==> config.mk <==
export PLATFORM = sky130hd
export DESIGN_NAME = coax_irq_controller
export DESIGN_NICKNAME = d
export VERILOG_FILES = /design/src/rtl/coax_irq_controller_pkg.sv /design/src/rtl/coax_irq_controller_holdoff.sv /design/src/rtl/coax_irq_controller.sv
export SDC_FILE = /design/constraint.sdc
export NUM_CORES = 1
export LEC_CHECK = 0
export CAP_MARGIN = 20
export CORE_MARGIN = 1
export CORE_UTILIZATION = 45
export DETAILED_ROUTE_END_ITERATION = 16
export GPL_ROUTABILITY_DRIVEN = 0
export PLACE_DENSITY = 0.68
export SLEW_MARGIN = 5
export SYNTH_ARGS = -nofsm -noshare
export SYNTH_HDL_FRONTEND = slang
export SYNTH_HIERARCHICAL = 1
export SYNTH_SLANG_ARGS = --single-unit
==> constraint.sdc <==
create_clock -name clk -period 2.35 [get_ports clk]
set_input_delay 0.47 -clock clk [delete_from_list [all_inputs] [get_ports clk]]
set_output_delay 0.47 -clock clk [all_outputs]
set_load 0.01 [all_outputs]
==> src/rtl/coax_irq_controller_pkg.sv <==
// Shared interrupt bit positions, vector type and irq FSM state encoding for the coax irq controller.
// Status decoding and write-1-to-clear decoding on the control side use the same bit map.
package coax_irq_controller_pkg;
  localparam int IRQ_RX_DONE  = 0;
  localparam int IRQ_RX_ERROR = 1;
  localparam int IRQ_TX_DONE  = 2;
  localparam int IRQ_RX_STALE = 3;
  localparam int IRQ_WIDTH    = 4;

  typedef logic [IRQ_WIDTH-1:0] irq_vec_t;

  typedef enum logic [1:0] {
    IRQ_IDLE    = 2'd0,
    IRQ_ASSERT  = 2'd1,
    IRQ_HOLDOFF = 2'd2
  } irq_state_e;
endpackage

==> src/rtl/coax_irq_controller_holdoff.sv <==
// Hold-off timer: i_load presets HOLDOFF_CYCLES, then counts down to zero and holds there.
// o_done is combinational from the count and is high whenever the count is zero; it has no backpressure.
module coax_irq_controller_holdoff #(
  parameter int HOLDOFF_CYCLES = 16
) (
  input  logic i_clk,
  input  logic i_rst,
  input  logic i_load,
  output logic o_done
);
  localparam int W = $clog2(HOLDOFF_CYCLES + 1);

  logic [W-1:0] r_cnt;

  always_ff @(posedge i_clk or posedge i_rst) begin
    if (i_rst) begin
      r_cnt <= '0;
    end else if (i_load) begin
      r_cnt <= W'(HOLDOFF_CYCLES);
    end else if (r_cnt != '0) begin
      r_cnt <= r_cnt - W'(1);
    end
  end

  assign o_done = (r_cnt == '0);
endmodule

==> src/rtl/coax_irq_controller.sv <==
// Latches coax RX/TX events into sticky write-1-to-clear pending bits and drives a masked, registered irq.
// Event at cycle N: pending at N+1, irq at N+2. A low gap of at least HOLDOFF_CYCLES follows each irq drop.
module coax_irq_controller
  import coax_irq_controller_pkg::*;
#(
  parameter int       HOLDOFF_CYCLES = 16,
  parameter int       STALE_CYCLES   = 65536,
  parameter irq_vec_t MASK_RESET     = 4'b0011
) (
  input  logic                 clk,
  input  logic                 reset,
  input  logic                 rx_active,
  input  logic                 rx_error,
  input  logic                 rx_empty,
  input  logic                 tx_active,
  input  logic                 mask_load_strobe,
  input  logic [IRQ_WIDTH-1:0] mask_data,
  input  logic                 ack_strobe,
  input  logic [IRQ_WIDTH-1:0] ack_data,
  output logic [IRQ_WIDTH-1:0] pending,
  output logic [IRQ_WIDTH-1:0] mask,
  output logic                 irq
);
  localparam int            SW         = $clog2(STALE_CYCLES + 1);
  localparam logic [SW-1:0] STALE_FIRE = SW'(STALE_CYCLES - 1);
  localparam logic [SW-1:0] STALE_SAT  = SW'(STALE_CYCLES);

  logic       r_rx_active_q;
  logic       r_rx_error_q;
  logic       r_tx_active_q;
  logic [SW-1:0] r_stale_cnt;
  irq_vec_t   r_pending;
  irq_vec_t   r_mask;
  logic       r_irq;
  irq_state_e r_state;

  logic       w_stale_run;
  irq_vec_t   w_evt;
  irq_vec_t   w_pending_nxt;
  irq_vec_t   w_mask_nxt;
  logic       w_holdoff_load;
  logic       w_holdoff_done;

  assign w_stale_run = ~rx_empty & ~rx_active;

  // An error-terminated frame reports RX_ERROR only, never RX_DONE.
  always_comb begin
    w_evt               = '0;
    w_evt[IRQ_RX_DONE]  = r_rx_active_q & ~rx_active & ~rx_error;
    w_evt[IRQ_RX_ERROR] = ~r_rx_error_q & rx_error;
    w_evt[IRQ_TX_DONE]  = r_tx_active_q & ~tx_active;
    w_evt[IRQ_RX_STALE] = w_stale_run & (r_stale_cnt == STALE_FIRE);
  end

  assign w_pending_nxt  = w_evt | (r_pending & ~({IRQ_WIDTH{ack_strobe}} & ack_data));
  assign w_mask_nxt     = mask_load_strobe ? mask_data : r_mask;
  assign w_holdoff_load = (r_state == IRQ_ASSERT) && ~|(w_pending_nxt & w_mask_nxt);

  always_ff @(posedge clk or posedge reset) begin
    if (reset) begin
      r_rx_active_q <= 1'b0;
      r_rx_error_q  <= 1'b0;
      r_tx_active_q <= 1'b0;
      r_pending     <= '0;
      r_mask        <= MASK_RESET;
    end else begin
      r_rx_active_q <= rx_active;
      r_rx_error_q  <= rx_error;
      r_tx_active_q <= tx_active;
      r_pending     <= w_pending_nxt;
      r_mask        <= w_mask_nxt;
    end
  end

  // Counter parks one past the fire point so a stale episode reports only once.
  always_ff @(posedge clk or posedge reset) begin
    if (reset) begin
      r_stale_cnt <= '0;
    end else if (!w_stale_run) begin
      r_stale_cnt <= '0;
    end else if (r_stale_cnt != STALE_SAT) begin
      r_stale_cnt <= r_stale_cnt + SW'(1);
    end
  end

  always_ff @(posedge clk or posedge reset) begin
    if (reset) begin
      r_state <= IRQ_IDLE;
      r_irq   <= 1'b0;
    end else begin
      case (r_state)
        IRQ_IDLE: begin
          if (|(r_pending & r_mask)) begin
            r_state <= IRQ_ASSERT;
            r_irq   <= 1'b1;
          end
        end
        IRQ_ASSERT: begin
          if (w_holdoff_load) begin
            r_state <= IRQ_HOLDOFF;
            r_irq   <= 1'b0;
          end
        end
        IRQ_HOLDOFF: begin
          if (w_holdoff_done) begin
            r_state <= IRQ_IDLE;
          end
        end
        default: begin
          r_state <= IRQ_IDLE;
          r_irq   <= 1'b0;
        end
      endcase
    end
  end

  coax_irq_controller_holdoff #(
    .HOLDOFF_CYCLES(HOLDOFF_CYCLES)
  ) u_holdoff (
    .i_clk (clk),
    .i_rst (reset),
    .i_load(w_holdoff_load),
    .o_done(w_holdoff_done)
  );

  assign pending = r_pending;
  assign mask    = r_mask;
  assign irq     = r_irq;
endmodule

==> out/metrics.yaml <==
io_pins: 25
drc_errors: 0
synthesis.nets: 192
max_slew.worst_pin.slew_ps: 386.4
routedWlPerCell_um: 14.09
cts_buffer_depth: 2
drt.antenna.violating_nets: 0
maxCapViolations: 0
post-route-worst-setup-slack_ps: 248.6
setup_violating_endpoint_count_in_the_final_report: 0
syn_avg_cell_area_um2: 10.25
rsz0062_at_grt: "false"
drive_gt1_share_pct: 12.87
die_w_um: 64.59
worstReg2RegEnd: "u_holdoff/r_cnt[0]$_DFFE_PP0P_"
detailedRoute.firstIterationViolations: 54
place.port_buffers: 24
synth_largest_area_cell: "sky130_fd_sc_hd__dfrtp_1"
cts_tree: "built"
critical_path.max_stage_delay_ps: 440
number_of_global_route_vias_before_repair: 1325
synthDominantCellAreaShare_pct: 48.26
worstSkewPairLatency_ps: 280
timing.critical_path.from: "r_stale_cnt[6]$_DFFE_PP0P_"
final_max_slew_viol_count: 0
critPathArrivalTime_ps: 2260
synthAdderAreaFrac_pct: 2.839
routed-via-count: 1328
pin_count_of_the_biggest_net_entering_global_routing: 32
synth-async-reset-ratio_pct: 100.0
yosys_register_bits: 36
layout_commonest_cell: "sky130_fd_sc_hd__dfrtp_1"
crit_path_max_fanout: 6
number_of_enable_type_register_cells_in_the_synthesized_netlist: 0
all_layer_gr_usage_pct: 19.23
synth_warnings: 6
power.density_nw_per_um2: 751.6
synthMuxAreaShare_pct: 3.052
design.die.area_um2: 4172
cts_hold_buf: 0
worst-r2r-setup-slack_ps: 250
postRouteWirelength_mm: 3.523
vdd.ir_drop.worst_mv: 0.3601
postSynthCellCount: 172
synth_compound_gate_area_share_pct: 10.57
dominantRegCellSynth: "sky130_fd_sc_hd__dfrtp_1"
drt-pass1-iter-count: 4
synth_area_leaders: "sky130_fd_sc_hd__dfrtp_1 48%, sky130_fd_sc_hd__xor2_1 5.0%, sky130_fd_sc_hd__nor2_1 4.7%"
clk_root_buffer_cell: "sky130_fd_sc_hd__clkbuf_8"
finalHoldViolations: 0
cts-htree-levels: 2
post-cts-setup-buffers: 0
global_route_wire_length_before_repair_mm: 6.065
hpwl_mm: 2.656
crit_start_category: "flip-flop"
synth_top_family_by_area: "simple AND/OR/NAND/NOR gates"
critical_path.cell_chain: "and4_2, nand3_4, nor2_1, ha_1, a22oi_1, o2111ai_1, nor2_2, nor2_1"
critical-path-top-cell-by-count: "sky130_fd_sc_hd__nor2_1"
insertedDiodeCount: 0
die_height_um: 64.59
cts.sinks: 36
power.leakage_nw: 0.9438
synth_seq_area_share_pct: 51.24
cell_with_the_largest_stage_delay_on_the_worst_path: "sky130_fd_sc_hd__dfrtp_1"
synthesis.area_um2: 1763
filler_cell_count: 333
final.setup.tns_ps: 0
grt-ovfl-total: 0
tritoncts.num_buffers: 5
start_util_pct: 47.44
worst-endpoint-required_ps: 2510
antenna_found_initial: 0
route.detailed.vias_per_inst: 5.312
ff_to_ff_path_depth: 8
floorplan.rows: 22
setup.worst_path.class: "reg2reg"
critPathCaptureType: "flip-flop"
finClkSkew_ps: 4.277
finalCriticalPeriod_ps: 2101
core_footprint_um2: 3716
slew_headroom_pct: 74.24
final_cell_mix: "34 x sky130_fd_sc_hd__dfrtp_1, 24 x sky130_fd_sc_hd__clkdlybuf4s50_1, 21 x sky130_fd_sc_hd__nor2_1"
clock_pin_slew_worst_setup_and_hold_paths_ps: 60
yosys.area_share.simple_pct: 22.21
post-route-period-util_pct: 89.42
yosys.cell_types.count: 43
post_synth_xor_area_fraction_pct: 5.962
num-nets-final: 222
top_achievable_clock_speed_mhz: 475.9
pre_cts_slack_ps: 73.46
hold_class: "in2async"
run_status: "completed"
reg2reg_from: "r_stale_cnt[6]$_DFFE_PP0P_"
areaGrowthSynthToFinish_pct: 22.78
## cell families after synthesis
family | after synthesis
AOI/OAI and AO/OA | 27
xor gates and xnor gates | 12
adders and majority gates | 4
buffers and inverters | 17
DFF | 36
muxes | 5
and+or+nand+nor | 71
## layout make-up
class | instances | area, µm² | area share [%]
well taps | 48 | 60.06 | 2.775
inverters | 12 | 45.04 | 2.081
flip-flops and latches | 36 | 903.4 | 41.73
multi-input cells | 119 | 789.5 | 36.47
repair buffers | 28 | 270.3 | 12.49
clock buffers | 7 | 96.34 | 4.451
## repair_timing
item | in CTS | in global routing
gates resized for setup | 0 | 1
endpoints found under the hold margin | 0 | 0
setup endpoints to repair | 0 | 2
## state kept, by name, summed over array words and instances (netlist names)
register,cells
r_stale_cnt,17
u_holdoff/r_cnt,5
mask,4
pending,4
r_state,2
irq,1
r_rx_active_q,1
r_rx_error_q,1
r_tx_active_q,1
## where the power goes
group	leakage, nW	internal [mW]	switching (mW)
registers	0.462	0.710	0.0774
clock network	0.0503	0.261	0.201
logic	0.432	0.202	0.175
## synth_stat cells, types with 2 or more instances
cell                        n
sky130_fd_sc_hd__dfrtp_1   34
sky130_fd_sc_hd__nor2_1    22
sky130_fd_sc_hd__inv_1     12
sky130_fd_sc_hd__nand2_1   11
sky130_fd_sc_hd__xor2_1    10
sky130_fd_sc_hd__a21oi_1    7
sky130_fd_sc_hd__nand4_1    6
sky130_fd_sc_hd__o21ai_0    6
sky130_fd_sc_hd__nand3_1    5
sky130_fd_sc_hd__ha_1       4
sky130_fd_sc_hd__or2_2      4
sky130_fd_sc_hd__a21boi_0   3
sky130_fd_sc_hd__a22oi_1    3
sky130_fd_sc_hd__clkbuf_1   3
sky130_fd_sc_hd__mux2_2     3
sky130_fd_sc_hd__and3_1     2
sky130_fd_sc_hd__and4_1     2
sky130_fd_sc_hd__dfstp_2    2
sky130_fd_sc_hd__mux2i_1    2
sky130_fd_sc_hd__nand2b_1   2
sky130_fd_sc_hd__nand3b_1   2
sky130_fd_sc_hd__nor2b_1    2
sky130_fd_sc_hd__nor4_1     2
sky130_fd_sc_hd__nor4b_1    2
sky130_fd_sc_hd__or3_1      2
sky130_fd_sc_hd__xnor2_1    2
## worst max-delay path by stage
| stage | end | slack (ps) | depth (start not counted) |
|---|---|---|---|
| 2_1_floorplan | u_holdoff/r_cnt[0]$_DFFE_PP0P_ | 460 | 9 |
| 3_3_place_gp | u_holdoff/r_cnt[0]$_DFFE_PP0P_ | 150 | 6 |
| 3_5_place_dp | u_holdoff/r_cnt[0]$_DFFE_PP0P_ | 70 | 6 |
| 4_1_cts | u_holdoff/r_cnt[0]$_DFFE_PP0P_ | 140 | 8 |
| 5_1_grt | u_holdoff/r_cnt[2]$_DFFE_PP0P_ | 80 | 8 |
| 6_report | u_holdoff/r_cnt[0]$_DFFE_PP0P_ | 250 | 8 |
## critical path, delay by kind of cell (launching register included)
| kind | cells | cell delay, ps |
|---|---|---|
| AND/OR/NAND/NOR | 5 | 840 |
| AO/OA/AOI/OAI | 2 | 520 |
| flip-flops | 1 | 440 |
| adder cells (fa/ha/maj) | 1 | 190 |
## layer usage
layer | global-route usage (%) | wire (µm)
met2 | 33.55 | 1791
met5 | 0 | 0
met4 | 6.667 | 27
met1 | 23.60 | 1574
met3 | 3.697 | 129
## through the flow
stage	cells	hold WS (ps)	total power [mW]	instance area (µm²)	utilization, %
after floorplan	172	248.5	1.039	1763	-
after CTS	250	413.0	1.646	2162	58.18
after global routing	250	422.6	1.721	2165	58.25
final	250	415.0	1.627	2165	58.25
after detailed placement	243	487.3	1.179	2066	55.59
after global placement	243	480.6	1.152	2066	55.59
No activity file was read; power rests on OpenSTA's default activity.
